[src/rtl/seg7_pkg.sv]
// Shared types and constants for the 4-digit multiplexed 7-segment scanner.
// Segment encoding is active-low {g,f,e,d,c,b,a}; anodes are active-low.
package seg7_pkg;

    // Slot phases: anodes dark during S_BLANK, selected digit lit during S_ON.
    typedef enum logic {
        S_BLANK = 1'b0,
        S_ON    = 1'b1
    } slot_state_t;

    localparam logic [6:0] SEG_OFF = 7'h7F;
    localparam logic [3:0] AN_OFF  = 4'hF;

    // Hex-to-segment table, entry 15 leftmost down to entry 0 rightmost.
    localparam logic [15:0][6:0] SEG_TABLE = {
        7'h0E, 7'h06, 7'h21, 7'h46,   // F E d C
        7'h03, 7'h08, 7'h10, 7'h00,   // b A 9 8
        7'h78, 7'h02, 7'h12, 7'h19,   // 7 6 5 4
        7'h30, 7'h24, 7'h79, 7'h40    // 3 2 1 0
    };

    function automatic logic [6:0] seg_decode(input logic [3:0] nib);
        return SEG_TABLE[nib];
    endfunction

endpackage

[src/rtl/seg7_slot_timer.sv]
// Digit slot sequencer: counts ce-qualified cycles per slot, splits each slot
// into a blanking phase and an on phase, advances the digit index and flags
// the frame boundary (digit 3 -> digit 0).
module seg7_slot_timer
    import seg7_pkg::*;
#(
    parameter int PRESCALE = 16,
    parameter int BLANK    = 2
) (
    input  logic        clk,
    input  logic        rst,
    input  logic        i_ce,
    output slot_state_t o_state,
    output logic [1:0]  o_q,
    output logic        o_wrap,
    output logic        o_frame_tick
);

    localparam int CNT_W = $clog2(PRESCALE);

    slot_state_t      r_state;
    slot_state_t      w_state_nxt;
    logic [CNT_W-1:0] r_cnt;
    logic [CNT_W-1:0] w_cnt_nxt;
    logic [1:0]       r_q;
    logic [1:0]       w_q_nxt;
    logic             w_wrap;
    logic             r_frame_tick;

    // State, slot counter, digit index and frame pulse registers.
    always_ff @(posedge clk) begin
        if (rst) begin
            r_state      <= S_BLANK;
            r_cnt        <= '0;
            r_q          <= 2'd0;
            r_frame_tick <= 1'b0;
        end else begin
            r_state      <= w_state_nxt;
            r_cnt        <= w_cnt_nxt;
            r_q          <= w_q_nxt;
            r_frame_tick <= w_wrap;
        end
    end

    // Next-state logic; nothing moves on cycles with ce low.
    always_comb begin
        w_state_nxt = r_state;
        w_cnt_nxt   = r_cnt;
        w_q_nxt     = r_q;
        w_wrap      = 1'b0;
        if (i_ce) begin
            case (r_state)
                S_BLANK: begin
                    w_cnt_nxt = r_cnt + 1'b1;
                    if (r_cnt == CNT_W'(BLANK - 1)) begin
                        w_state_nxt = S_ON;
                    end
                end
                S_ON: begin
                    if (r_cnt == CNT_W'(PRESCALE - 1)) begin
                        w_cnt_nxt   = '0;
                        w_q_nxt     = r_q + 2'd1;
                        w_state_nxt = S_BLANK;
                        w_wrap      = (r_q == 2'd3);
                    end else begin
                        w_cnt_nxt = r_cnt + 1'b1;
                    end
                end
                default: begin
                    w_state_nxt = S_BLANK;
                    w_cnt_nxt   = '0;
                end
            endcase
        end
    end

    assign o_state      = r_state;
    assign o_q          = r_q;
    assign o_wrap       = w_wrap;
    assign o_frame_tick = r_frame_tick;

endmodule

[src/rtl/seg7_scan_ctrl.sv]
// 4-digit multiplexed 7-segment display controller.
// Loads are staged and only enter the displayed (shadow) registers at the
// frame boundary, so a frame never mixes old and new data.
// Optional build macro SEG7_LZ_BLANK_EN enables leading-zero suppression.
module seg7_scan_ctrl
    import seg7_pkg::*;
#(
    parameter int PRESCALE = 16,
    parameter int BLANK    = 2
) (
    input  logic        clk,
    input  logic        rst,
    input  logic        ce,
    input  logic [15:0] dat,
    input  logic [3:0]  dp_in,
    input  logic [3:0]  dig_en,
    input  logic        load,
    output logic        load_ack,
    output logic [3:0]  an,
    output logic [6:0]  seg,
    output logic        dp,
    output logic [1:0]  q,
    output logic        frame_tick
);

    slot_state_t w_state;
    logic [1:0]  w_q;
    logic        w_wrap;
    logic        w_frame_tick;

    logic [15:0] r_stg_dat;
    logic [3:0]  r_stg_dp;
    logic [3:0]  r_stg_en;
    logic        r_pending;
    logic [15:0] r_sh_dat;
    logic [3:0]  r_sh_dp;
    logic [3:0]  r_sh_en;
    logic        r_load_ack;

    logic [3:0]  w_lz;
    logic [3:0]  w_show;
    logic [3:0]  w_nib;

    logic [3:0]  r_an;
    logic [6:0]  r_seg;
    logic        r_dp;

    seg7_slot_timer #(
        .PRESCALE (PRESCALE),
        .BLANK    (BLANK)
    ) u_timer (
        .clk          (clk),
        .rst          (rst),
        .i_ce         (ce),
        .o_state      (w_state),
        .o_q          (w_q),
        .o_wrap       (w_wrap),
        .o_frame_tick (w_frame_tick)
    );

    // Staging/shadow handshake: loads stage until the frame boundary; a load
    // that coincides with the boundary goes straight to the shadow registers.
    always_ff @(posedge clk) begin
        if (rst) begin
            r_stg_dat  <= 16'h0000;
            r_stg_dp   <= 4'h0;
            r_stg_en   <= 4'hF;
            r_pending  <= 1'b0;
            r_sh_dat   <= 16'h0000;
            r_sh_dp    <= 4'h0;
            r_sh_en    <= 4'hF;
            r_load_ack <= 1'b0;
        end else begin
            r_load_ack <= 1'b0;
            if (w_wrap && load) begin
                r_stg_dat  <= dat;
                r_stg_dp   <= dp_in;
                r_stg_en   <= dig_en;
                r_sh_dat   <= dat;
                r_sh_dp    <= dp_in;
                r_sh_en    <= dig_en;
                r_pending  <= 1'b0;
                r_load_ack <= 1'b1;
            end else if (w_wrap && r_pending) begin
                r_sh_dat   <= r_stg_dat;
                r_sh_dp    <= r_stg_dp;
                r_sh_en    <= r_stg_en;
                r_pending  <= 1'b0;
                r_load_ack <= 1'b1;
            end else if (load) begin
                r_stg_dat <= dat;
                r_stg_dp  <= dp_in;
                r_stg_en  <= dig_en;
                r_pending <= 1'b1;
            end
        end
    end

`ifdef SEG7_LZ_BLANK_EN
    // Leading-zero suppression chain from the top digit down; a lit dp or a
    // non-zero nibble stops it, and digit 0 is always eligible.
    always_comb begin
        w_lz    = 4'b0000;
        w_lz[3] = (r_sh_dat[15:12] == 4'h0) && !r_sh_dp[3];
        w_lz[2] = w_lz[3] && (r_sh_dat[11:8] == 4'h0) && !r_sh_dp[2];
        w_lz[1] = w_lz[2] && (r_sh_dat[7:4] == 4'h0) && !r_sh_dp[1];
    end
`else
    assign w_lz = 4'b0000;
`endif

    assign w_show = r_sh_en & ~w_lz;
    assign w_nib  = r_sh_dat[{w_q, 2'b00} +: 4];

    // Registered pin drivers, one cycle behind the slot state and digit index.
    always_ff @(posedge clk) begin
        if (rst) begin
            r_an  <= AN_OFF;
            r_seg <= SEG_OFF;
            r_dp  <= 1'b1;
        end else if ((w_state == S_ON) && w_show[w_q]) begin
            r_an  <= ~(4'b0001 << w_q);
            r_seg <= seg_decode(w_nib);
            r_dp  <= ~r_sh_dp[w_q];
        end else begin
            r_an  <= AN_OFF;
            r_seg <= SEG_OFF;
            r_dp  <= 1'b1;
        end
    end

    assign an         = r_an;
    assign seg        = r_seg;
    assign dp         = r_dp;
    assign q          = w_q;
    assign frame_tick = w_frame_tick;
    assign load_ack   = r_load_ack;

endmodule
[config.mk]
export PLATFORM = sky130hd
export DESIGN_NAME = seg7_scan_ctrl
export DESIGN_NICKNAME = d
export VERILOG_FILES = /design/src/rtl/seg7_pkg.sv /design/src/rtl/seg7_slot_timer.sv /design/src/rtl/seg7_scan_ctrl.sv
export SDC_FILE = /design/constraint.sdc
export NUM_CORES = 1
export LEC_CHECK = 0
export BUFFER_PORTS_ARGS = -buffer_cell sky130_fd_sc_hd__clkbuf_2
export CORE_ASPECT_RATIO = 1.75
export CORE_MARGIN = 2
export CORE_UTILIZATION = 60
export DETAILED_ROUTE_END_ITERATION = 10
export HOLD_SLACK_MARGIN = 0.05
export PLACE_DENSITY = 0.81
export SYNTH_ARGS = -nofsm -noshare
export SYNTH_HDL_FRONTEND = slang
export SYNTH_SLANG_ARGS = --single-unit
[constraint.sdc]
create_clock -name clk -period 5.3 [get_ports clk]
set_clock_uncertainty 0.15 [all_clocks]
set_input_delay 0.53 -clock clk [delete_from_list [all_inputs] [get_ports clk]]
set_output_delay 0.53 -clock clk [all_outputs]
set_load 0.02 [all_outputs]
==> flow_summary.ini <==
[run_status]
status = complete, no violations

[timing]
setup_viol = 0
clock.fmax_ghz = 0.379
layout_setup_ws_ns = 2.66
worst_pin_slew_ns = 1.11
final_max_slew_viol_count = 0
hold_viol = 0
fin_setup_tns_ns = 0
hold_ws_ns = 0.266
period_needed_ns = 2.64
slew-limit-headroom_pct = 26.1
finalCritPeriodShare_pct = 49.7
rsz0062_at_grt = false

[logic_synthesis]
synth_edf_count = 0
synth_seq_cells = 70
yosysUniqueCellTypes = 39
syn_area_per_cell_um2 = 10.0
yosysSeqAreaShare_pct = 47.9
synthArstFlopShare_pct = 0
synth_area_um2 = 2920
yosys_warnings = 0
syn_nets = 332
ys.flop_type = dfxtp_1
post_synth_inst_count = 292

[place]
place_ws_ns = 2.31
place_congestion = 0.818
place.port_buffers = 43
hpwl_mm = 4.06
place_inst = 368
placed_cell_area_um2 = 3110

[cells_and_area]
final_nets = 367
final_common_cell = dfxtp_1
num_antenna_cells = 0
final_cell_mix = dfxtp_1, nor2_1, clkbuf_2, mux2i_1
finish.utilization_pct = 69.5
instances_no_fill = 384
final_area_um2 = 3270
drive_above_1_share_pct = 19.3
syn_to_final_growth_pct = 11.8

[global_route]
globalRouteTotalUtil_pct = 23.3
grt_pass1_vias = 2140
antenna_found_initial = 0
grt_first_pass_wirelength_mm = 9.58
grt-ovfl-total = 0
grt_max_degree = 60

[setup_path]
reg2reg_from = u_timer.o_q[0]
r2r_end = r_sh_dat[15]
crit_path_start_kind = input port
ff2ff_path_depth = 4
cp_max_fo = 33
worstPathRequired_ns = 5.39
r2r_slack_ns = 2.79
end_kind = flop
critical_path_class = input port to flop
cp.arrival_ns = 2.73

[drt]
dr.first_iter.drc_count = 60
vias = 2201
drc = 0
detail-route-antenna-nets = 0
routed_wl_mm = 5.77
wl_per_cell_um = 15.0
vias_per_cell = 5.73
drtPass1Iterations = 5

[hold_path]
min_to = r_stg_en[1]
hp-class = input port to flop
min_path_cells = 3
hold_start = dig_en[1]

[clocking]
clk_pin_slew_worst_paths_ns = 0.07
clock-sinks = 70
clock_path_buffers = 2
post-cts-setup-buffer-count = 0
cts_resized = 0
root_buffer = clkbuf_8
cts_tree = yes
cts_max_level = 3
cts_buffers = 9
clk_latency_ns = 0.35
hold_buffers = 0

[floorplanning]
dieHeight_um = 96.4
start_util_pct = 62.1
coreArea_um2 = 4710
die_area_um2 = 5470
io_pins = 44
die_w_um = 56.8
rows = 33

[pwr]
leakagePower_nw = 1.41
power_mw = 0.977
peakVddDrop_uv = 301
cellPowerDensity_nw_per_um2 = 299

[flow_run]
maxCapViolations = 0
power breakdown:
group | internal (mW) | switching [mW]
logic | 0.0301 | 0.0387
registers | 0.542 | 0.00816
clock network | 0.169 | 0.190
total | 0.741 | 0.236
kinds of logic (layout without fill, tap and decap cells):
| logic type | count (synthesis) | count (layout) | synth area share [%] |
|---|---|---|---|
| AND/OR/NAND/NOR | 86 | 86 | 14.6 |
| flip-flops | 70 | 70 | 47.9 |
| AO/OA/AOI/OAI | 57 | 57 | 12.9 |
| buffers and inverters | 32 | 72 | 4.88 |
| multiplexers | 31 | 31 | 13.4 |
| adder cells (fa/ha/maj) | 12 | 12 | 5.13 |
| XOR/XNOR | 4 | 4 | 1.20 |
worst max-delay path, cell delays in order:
cell	delay (ns)
clkbuf_2	0.67
nor2_1	0.21
nor4b_4	0.96
nor2_1	0.10
a211oi_1	0.25
sequential cells by signal, summed over array words and instances, names as in the netlist, 4 cells and up:
register and flops:
u_timer.r_cnt 4, r_sh_en 4, r_stg_en 4, r_sh_dat 16, r_stg_dp 4, an 4, r_stg_dat 16, r_sh_dp 4
seg 7
routing by layer:
metal / vias to the layer above / share of wire, % / wire length, um / GRT usage (%)
met4: 0 / 4.1 / 238 / 14.0
met5: - / 0 / 0 / 0
met3: 17 / 3.7 / 212 / 6.45
met1: 1045 / 40 / 2290 / 25.2
met2: 50 / 53 / 3030 / 40.2
li1: 1089 / - / - / -
final cells by class:
class | instances | area [um2]
Multi-Input combinational cell | 190 | 1380
Tap cell | 52 | 65.1
Timing Repair Buffer | 43 | 215
Sequential cell | 70 | 1400
Inverter | 13 | 48.8
Clock buffer | 12 | 135
Clock inverter | 4 | 23.8
Fill cell | 391 | 1440
synth_stat cells, drive strengths merged (7+ instances only):
cell type	instances	area (um2)
a211oi	11	82.6
a21oi	9	45.0
a22oi	12	90.1
buf	10	60.1
clkbuf	9	33.8
dfxtp	70	1400
ha	12	150
inv	13	48.8
mux2i	24	240
nand2	10	37.5
nand2b	11	68.8
nor2	43	161
o21ai	7	35.0
o22ai	11	68.8
worst max-delay path by stage:
stage	start	endpoint	slack [ns]	cells past startpoint
final	load	r_sh_dat[15]	2.66	5
after global routing	load	r_sh_dat[3]	2.36	5
after CTS	load	r_sh_dat[9]	2.66	5
after detailed placement	load	r_sh_dat[9]	2.31	5
after global placement	load	r_sh_en[3]	2.41	5
after floorplan	u_timer.o_q[0]	seg[3]	3.17	7
Note: power is estimated with default switching activity, not from simulation.
